[src/rtl/prio_enc_pkg.sv]
// ============================================================================
// Module  : prio_enc_pkg
// Purpose : Shared state encoding and bit-scan helpers for prio_enc_stream.
// Revision: 1.0 - initial release
// ============================================================================
`default_nettype none

package prio_enc_pkg;

    localparam int c_MAX_W = 64;

    typedef enum logic [0:0] {
        ST_IDLE = 1'b0,
        ST_EMIT = 1'b1
    } state_e;

    function automatic int popcount(input logic [c_MAX_W-1:0] vec);
        int cnt;
        cnt = 0;
        for (int i = 0; i < c_MAX_W; i++) begin
            cnt = cnt + int'(vec[i]);
        end
        return cnt;
    endfunction

    // Scan order is chosen so the last hit is the winner in the requested direction.
    function automatic int first_set_idx(input logic [c_MAX_W-1:0] vec, input logic msb_first);
        int idx;
        idx = 0;
        if (msb_first) begin
            for (int i = 0; i < c_MAX_W; i++) begin
                if (vec[i]) idx = i;
            end
        end else begin
            for (int i = c_MAX_W - 1; i >= 0; i--) begin
                if (vec[i]) idx = i;
            end
        end
        return idx;
    endfunction

endpackage

`default_nettype wire

[src/rtl/prio_enc_comb.sv]
// ============================================================================
// Module  : prio_enc_comb
// Purpose : Combinational WIDTH-bit priority encoder, direction set by MSB_FIRST.
// Revision: 1.0 - initial release
// ============================================================================
`default_nettype none

module prio_enc_comb
    import prio_enc_pkg::*;
#(
    parameter int  WIDTH     = 8,
    parameter int  MSB_FIRST = 0,
    localparam int IDX_W     = $clog2(WIDTH)
) (
    input  logic [WIDTH-1:0] vec_i,
    output logic [IDX_W-1:0] idx_o,
    output logic             any_o
);

    assign idx_o = IDX_W'(first_set_idx(64'(vec_i), MSB_FIRST != 0));
    assign any_o = |vec_i;

endmodule

`default_nettype wire

[src/rtl/prio_enc_stream.sv]
// ============================================================================
// Module  : prio_enc_stream
// Purpose : Captures a request vector and streams out one set-bit index per beat.
//           Optional out_cnt popcount port enabled by defining PRIO_ENC_COUNT_EN.
// Revision: 1.0 - initial release
// ============================================================================
`default_nettype none

module prio_enc_stream
    import prio_enc_pkg::*;
#(
    parameter int  WIDTH     = 8,
    parameter int  MSB_FIRST = 0,
    localparam int IDX_W     = $clog2(WIDTH)
) (
    input  logic             clk,
    input  logic             rst,
    input  logic [WIDTH-1:0] in_vec,
    input  logic             in_valid,
    output logic             in_ready,
    output logic [IDX_W-1:0] out_pos,
    output logic             out_none,
    output logic             out_last,
    output logic             out_valid,
`ifdef PRIO_ENC_COUNT_EN
    output logic [IDX_W:0]   out_cnt,
`endif
    input  logic             out_ready
);

    state_e           state_q, state_d;
    logic [WIDTH-1:0] vec_q, vec_d;
    logic [IDX_W-1:0] w_pos;
    logic             w_any;
    logic             w_emit;
    logic             w_single;
    logic             w_accept;
    logic             w_load;
    logic [WIDTH-1:0] w_clr_mask;

    prio_enc_comb #(
        .WIDTH    (WIDTH),
        .MSB_FIRST(MSB_FIRST)
    ) u_enc (
        .vec_i(vec_q),
        .idx_o(w_pos),
        .any_o(w_any)
    );

    assign w_emit     = (state_q == ST_EMIT);
    assign w_single   = ((vec_q & (vec_q - WIDTH'(1))) == '0);
    assign w_clr_mask = WIDTH'(1) << w_pos;

    // vec_q is zero whenever idle, so out_pos needs no extra gating.
    assign out_valid = w_emit;
    assign out_pos   = w_pos;
    assign out_none  = w_emit & ~w_any;
    assign out_last  = w_emit & w_single;

    assign in_ready  = w_emit ? (out_last & out_ready) : 1'b1;
    assign w_accept  = w_emit & out_ready;
    assign w_load    = in_valid & in_ready;

    always_comb begin
        state_d = state_q;
        vec_d   = vec_q;
        if (w_load) begin
            state_d = ST_EMIT;
            vec_d   = in_vec;
        end else if (w_accept) begin
            if (out_last) begin
                state_d = ST_IDLE;
                vec_d   = '0;
            end else begin
                vec_d = vec_q & ~w_clr_mask;
            end
        end
    end

`ifdef PRIO_ENC_COUNT_EN
    logic [IDX_W:0] cnt_q, cnt_d;

    always_comb begin
        cnt_d = cnt_q;
        if (w_load) begin
            cnt_d = (IDX_W+1)'(popcount(64'(in_vec)));
        end else if (w_accept && out_last) begin
            cnt_d = '0;
        end
    end

    always_ff @(posedge clk or posedge rst) begin
        if (rst) begin
            cnt_q <= '0;
        end else begin
            cnt_q <= cnt_d;
        end
    end

    assign out_cnt = cnt_q;
`endif

    always_ff @(posedge clk or posedge rst) begin
        if (rst) begin
            state_q <= ST_IDLE;
            vec_q   <= '0;
        end else begin
            state_q <= state_d;
            vec_q   <= vec_d;
        end
    end

endmodule

`default_nettype wire

[config.mk]
export PLATFORM = sky130hd
export DESIGN_NAME = prio_enc_stream
export DESIGN_NICKNAME = d
export VERILOG_FILES = /design/src/rtl/prio_enc_pkg.sv /design/src/rtl/prio_enc_comb.sv /design/src/rtl/prio_enc_stream.sv
export SDC_FILE = /design/constraint.sdc
export NUM_CORES = 1
export LEC_CHECK = 0
export CAP_MARGIN = 30
export CORE_MARGIN = 1.5
export CORE_UTILIZATION = 46
export DETAILED_ROUTE_END_ITERATION = 16
export PLACE_DENSITY = 0.81
export SETUP_SLACK_MARGIN = 0.5
export SLEW_MARGIN = 15
export SYNTH_ARGS = -nofsm -noshare
export SYNTH_HDL_FRONTEND = slang
export SYNTH_SLANG_ARGS = --single-unit
[constraint.sdc]
create_clock -name clk -period 5.3 [get_ports clk]
set_input_delay 1.325 -clock clk [delete_from_list [all_inputs] [get_ports clk]]
set_output_delay 1.325 -clock clk [all_outputs]
set_load 0.01 [all_outputs]
Word-level counts from Yosys, hierarchy flattened

Cells that the tools add are included.

Flip-flop bits (word level): 9
Output and inout port bits: 7
Input bits: 12

Add/sub/neg operators: 1
Bitwise gates (word level): 9
Muxes and demuxes: 15
Shift-type cells: 1
Reductions and logical operators: 5

Operator list:

| kind                                                                | count |
|---|---|
| 3-bit 2-to-1 mux                                                    | 8 |
| 8-bit 2-to-1 mux                                                    | 3 |
| 8-bit AND                                                           | 2 |
| 8-bit logical NOT                                                   | 1 |
| 8-bit inverter                                                      | 1 |
| 8-bit OR reduction                                                  | 1 |
| 1-bit by 3-bit << shifter with 8-bit output (first input constant)  | 1 |
| 8-bit by 1-bit subtractor with 8-bit output (second input constant) | 1 |
| 1-bit AND                                                           | 5 |
| 1-bit 2-to-1 mux                                                    | 4 |
| 2-bit nonzero test                                                  | 2 |
| 2-bit AND reduction                                                 | 1 |
| 1-bit inverter                                                      | 1 |

Depth between registers and ports, before layout

Gate-level depths: netlist (run 1).

Depth in word-level cells: 14
Gate-level depth with buffers: 5

Cells and area by module

From an unflattened synthesis (run 1), not the netlist that was laid out.

Cell total of the unflattened synthesis: 89
Area, all modules: 823.3 um2

By module, submodules not included:

| module          | sequential area each (um2) | cells an instance | area each (um2) | times used |
|---|---|---|---|---|
| prio_enc_stream | 225.2                      | 76                | 742.0           | 1 |
| prio_enc_comb   | 0.0                        | 13                | 81.3            | 1 |

Least setup slack after synthesis (run 1)

Ideal clock, no wire load.

Path kind: input port to output port
From: input out_ready
To: output in_ready
Arrival time: 1789 ps
Slack: 2186 ps
Buffers on the path: 0
Stages on the path: 2
Data required time: 3975 ps
Cell sequence: inv_1 > o31ai_4

Longest elaborated chain between the ends: 2

RTL lines:

| what               | RTL line              | RTL |
|---|---|---|
| start: declaration | prio_enc_stream.sv:28 | `input logic out_ready` |
| 1-bit AND          | prio_enc_stream.sv:60 | `assign in_ready = w_emit ? (out_last & out_ready) : 1'b1;` |
| 1-bit 2-to-1 mux   | prio_enc_stream.sv:60 |  |
| end: declaration   | prio_enc_stream.sv:20 | `output logic in_ready,` |

No other way between the ends.

Worst setup path in the final report (run 1)

Same ends and word-level chain as after synthesis.

==> impl_metrics.yaml, run 1 <==
outcome:
  status: "completed"
grt:
  grt_pass1_vias: 496
  grt_max_degree: 11
  grt-ovfl-total: 0
  grt_pass1_wl_mm: 2.30
  track_usage: 0.225
  antenna_found_initial: 0
route:
  wirelength_mm: 1.27
  ant_nets: 0
  firstDrtPassIters: 4
  wl_per_cell_um: 13.7
  vias_per_cell: 6.06
  vias: 564
  dr.first_iter.drc_count: 6
  drc_errors: 0
die:
  num_io_pins: 19
  die-area_mm2: 0.00156
  start_util: 0.525
  fp-row-count: 12
  die_w_um: 39.5
  core-area_mm2: 0.00117
  die_h_um: 39.5
worst_setup_path:
  crit_arrival_ns: 2.95
  reg2regPathDepth: 4
  crit-reg2reg-launch: "vec_q[1]"
  worst-setup-path-type: "in -> out"
  crit_required_ns: 3.97
  worst_setup_path_start_kind: "input port"
  crit_fanout: 10
  end_kind: "output pin"
  crit_start: "out_ready"
logic_synthesis:
  netlist_instances: 62
  synth_cell_type_count: 29
  synth_xor_area_frac: 0
  yosysWarnings: 0
  yosys.area_share.simple: 0.187
  avgSynthCellArea_um2: 9.91
  synth_flop_cell: "dfrtp_1"
  yosysSeqAreaShare: 0.367
  syn_area_um2: 614
  synth_compound_area_frac: 0.344
  synth_top_family_by_area: "compound AO/OA/AOI/OAI gates"
  syn_nets: 74
  synthArstFlopShare: 1.00
  synth_edf_count: 0
  synth.mux.area_fraction: 0
  synth_fa_ha_area_frac: 0.0326
  ys_ff_latch: 9
place:
  port-buffer-count: 18
  detailed_place_hpwl_um: 950
  dp.cells: 89
  finalWeightedCongestion: 0.722
sta:
  tns_ns: 0
  min_period_over_period: 0.807
  hold_viol_final: 0
  grt_setup_unrepaired: "false"
  fmax_mhz: 234
  drv_slew: 0
  setup_viol: 0
  clock_skew_ns: 0.00774
  min_period_ns: 4.28
  tightest_slew_ns: 0.440
  max_slew_margin: 0.706
finish:
  antenna_cells: 0
  drive_gt1_frac: 0.127
  area_delta_synth_final_pct: 32.0
  final_common_cell: "clkdlybuf4s50_1"
  fin_nets: 92
  final_cell_mix: "clkdlybuf4s50_1, dfrtp_1, a32o_1"
  instances_no_fill: 93
clocking:
  cts_hold_buffers: 0
  clockBufferDepth: 2
  cts_resized: 0
  cts.htree.levels: 1
  cts_root_buf: "clkbuf_4"
  clock_latency_ns: 0.26
  clk_pin_slew_ns: 0.06
  cts_buffers: 3
  tritoncts: "built"
  post_cts_buffers: 0
  cts.sinks: 9
hold_path:
  worstHoldPathType: "reg -> reg"
  whs_path_depth: 2
  hold_path.startpoint: "vec_q[7]"
pwr:
  irDropWorstVdd_mv: 0.436
  p_per_area_mw_per_mm2: 670
  p_leak_uw: 0.000340
  p_total_uw: 543
job:
  drv_cap: 0
==> synth_stat cells, drive strengths merged, types with 2 or more instances <==
master / instances / share of area
nor3: 2 / 0.016
nand2: 2 / 0.012
or4: 2 / 0.037
a32o: 5 / 0.081
buf: 3 / 0.033
inv: 4 / 0.024
or3: 2 / 0.020
o21a: 3 / 0.037
nand2b: 3 / 0.031
clkbuf: 2 / 0.012
o31a: 3 / 0.043
a21oi: 3 / 0.024
maj3: 2 / 0.033
a31o: 3 / 0.043
nor2: 3 / 0.018
dfrtp: 9 / 0.37
==> cells by family (layout without fill, tap and decap cells) <==
kind of cell	after synthesis	count (layout)
flops	9	9
compound gates	23	23
fa+ha+maj	2	2
buf+inv	9	26
simple gates	19	19
==> final timing paths <==
check / slack, ns / endpoint
setup / recovery: 1.02 / in_ready
hold / removal: 0.70 / vec_q[7]
setup reg to reg: 3.30 / vec_q[6]
hold reg to reg: 0.70 / vec_q[7]
max in group asynchronous: 3.72 / vec_q[3]
min in group asynchronous: 1.32 / out_valid
==> final cells by class <==
cell class / count / area, um^2
clock buffer: 4 / 26.3
fill: 96 / 360
inverter: 4 / 15.0
multi-input combinational: 44 / 347
sequential: 9 / 225
tap: 14 / 17.5
timing repair buffer: 18 / 180
==> worst max-delay path, stage by stage <==
cell and delay (ns):
clkdlybuf4s50_1 0.48, inv_1 0.07, o31ai_4 0.45, clkdlybuf4s50_1 0.62
==> report_power, final <==
| part | switching [uW] | internal, uW | leakage [uW] |
|---|---|---|---|
| Combinational | 147 | 194 | 0.000211 |
| Sequential | 52.1 | 96.9 | 0.000114 |
| Clock | 23.5 | 29.0 | 0.0000150 |
==> sequential cells by signal (all words and copies together) (netlist names) <==
signal and cells:
vec_q 8, out_valid 1
==> routing by layer <==
metal	part of all wire	wire, um	GRT usage	up-vias
met3	0.049	62	0.0341	2
met2	0.47	604	0.340	22
li1	-	-	-	279
met1	0.47	595	0.298	261
met5	0	0	0	-
met4	0.0079	10	0.129	0
==> through the flow <==
step / instance area, um^2 / util / hold WS, ns / setup WS, ns
final: 811 / 0.692 / 0.700 / 1.02
after global routing: 811 / 0.692 / 0.760 / 0.916
after CTS: 811 / 0.692 / 0.705 / 1.02
after detailed placement: 785 / 0.670 / 0.690 / 1.03
after global placement: 785 / 0.670 / 0.685 / 1.06
after floorplan: 614 / - / 0.634 / 2.19
Power figures use the tool's default switching activity.
==> run 2: changes to the inputs <==
--- a/config.mk
+++ b/config.mk
@@ -7,9 +7,9 @@
 export LEC_CHECK = 0
 export CAP_MARGIN = 30
 export CORE_MARGIN = 1.5
-export CORE_UTILIZATION = 46
+export CORE_UTILIZATION = 40
 export DETAILED_ROUTE_END_ITERATION = 16
-export PLACE_DENSITY = 0.81
+export PLACE_DENSITY = 0.75
 export SETUP_SLACK_MARGIN = 0.5
 export SLEW_MARGIN = 15
 export SYNTH_ARGS = -nofsm -noshare
==> constraint.sdc (replaced) <==
create_clock -name clk -period 3.9 [get_ports clk]
set_input_delay 0.975 -clock clk [delete_from_list [all_inputs] [get_ports clk]]
set_output_delay 0.975 -clock clk [all_outputs]
set_load 0.01 [all_outputs]
==> impl_metrics.yaml, run 2 (same netlist as run 1, synthesis figures left out) <==
outcome:
  status: "completed"
clocking:
  tritoncts: "built"
  post_cts_buffers: 0
  cts.htree.levels: 1
  cts_hold_buffers: 0
  clk_pin_slew_ns: 0.06
  cts_resized: 0
  cts_root_buf: "clkbuf_4"
  clockBufferDepth: 2
  cts_buffers: 3
  cts.sinks: 9
  clock_latency_ns: 0.26
worst_setup_path:
  crit_required_ns: 2.92
  crit_start: "out_ready"
  slowest_stage: "clkdlybuf4s50_1"
  worst_setup_path_start_kind: "input port"
  critPathMaxStageDelay_ns: 0.57
  end_kind: "output pin"
  crit_arrival_ns: 2.33
  crit_fanout: 2
  cp_cell_sequence: "clkdlybuf4s50_1 -> inv_1 -> o31ai_4 -> clkdlybuf4s50_1"
  worst-setup-path-type: "in -> out"
  crit-reg2reg-launch: "vec_q[1]"
  crit_top_cell: "clkdlybuf4s50_1"
grt:
  grt_pass1_wl_mm: 2.32
  antenna_found_initial: 0
  grt-ovfl-total: 0
  grt_max_degree: 11
  grt_pass1_vias: 508
  track_usage: 0.173
finish:
  fin_nets: 93
  area_delta_synth_final_pct: 33.4
  final_common_cell: "clkdlybuf4s50_1"
  drive_gt1_frac: 0.138
  antenna_cells: 0
  final_cell_mix: "clkdlybuf4s50_1, dfrtp_1, a32o_1"
  largest_reg_flops: 8
  fin_util: 0.600
  top_register: "vec_q"
route:
  wl_per_cell_um: 13.8
  firstDrtPassIters: 4
  dr.first_iter.drc_count: 4
  drc_errors: 0
  ant_nets: 0
  wirelength_mm: 1.31
  vias_per_cell: 6.02
  vias: 572
job:
  drv_cap: 0
sta:
  min_period_ns: 3.31
  clock_skew_ns: 0.00554
  grt_setup_unrepaired: "false"
  hold_viol_final: 0
  setup_viol: 0
  max_slew_margin: 0.755
  fmax_mhz: 303
  tns_ns: 0
  tightest_slew_ns: 0.368
  drv_slew: 0
  min_period_over_period: 0.847
die:
  die_w_um: 42.2
  num_io_pins: 19
  start_util: 0.450
  die-area_mm2: 0.00178
  fp-row-count: 13
  die_h_um: 42.2
  core-area_mm2: 0.00137
pwr:
  p_per_area_mw_per_mm2: 921
  irDropWorstVdd_mv: 0.631
  p_leak_uw: 0.000345
place:
  detailed_place_hpwl_um: 979
  finalWeightedCongestion: 0.731
  port-buffer-count: 18
hold_path:
  worstHoldPathType: "reg -> reg"
  hold_path.startpoint: "vec_q[3]"
run 2: changes by cell type in the layout (fill, tap and decap cells not counted):
cell   before  now
buf_4       0    1
run 2: layout make-up:
cell class              count  area, um^2
repair buffers             19         188
inverters                   4        15.0
clock buffers               4        26.3
flip-flops and latches      9         225
well taps                  15        18.8
multi-input cells          44         347
fillers                   121         547
run 2: critical path: cells and delay by family:
family | cells | cell delay, ns
compound gates | 1 | 0.24
buf+inv | 3 | 1.12
run 2: stage by stage:
step	total power (uW)	instances	hold slack [ns]	area, um^2	setup WS (ns)
after floorplan	507	62	0.634	614	1.34
after global placement	677	91	0.687	793	0.600
after detailed placement	685	91	0.687	793	0.591
after CTS	760	95	0.701	820	0.582
after global routing	815	95	0.732	820	0.527
final	755	95	0.700	820	0.595
run 2: report_power, final:
group	total (uW)	internal [uW]	switching (uW)
Clock	74.2	39.5	34.7
Sequential	204	132	72.0
Combinational	477	275	203
run 2: final timing paths:
path                                   to  slack (ns)  cells past startpoint
worst max-delay path             in_ready        0.59                      4
worst min-delay path             vec_q[3]        0.70                      2
worst max register to register   vec_q[7]        1.89                      4
worst min register to register   vec_q[3]        0.70                      2
max in group asynchronous        vec_q[2]        2.65                      2
min in group asynchronous       out_valid        0.98                      2
run 2: routing by layer:
| layer | vias up | GRT usage | part of all wire | routed length [um] |
|---|---|---|---|---|
| met5 | - | 0 | 0 | 0 |
| met4 | 0 | 0.0750 | 0.021 | 28 |
| met3 | 4 | 0.0388 | 0.067 | 88 |
| met2 | 18 | 0.240 | 0.47 | 611 |
| met1 | 274 | 0.252 | 0.44 | 580 |
| li1 | 276 | - | - | - |
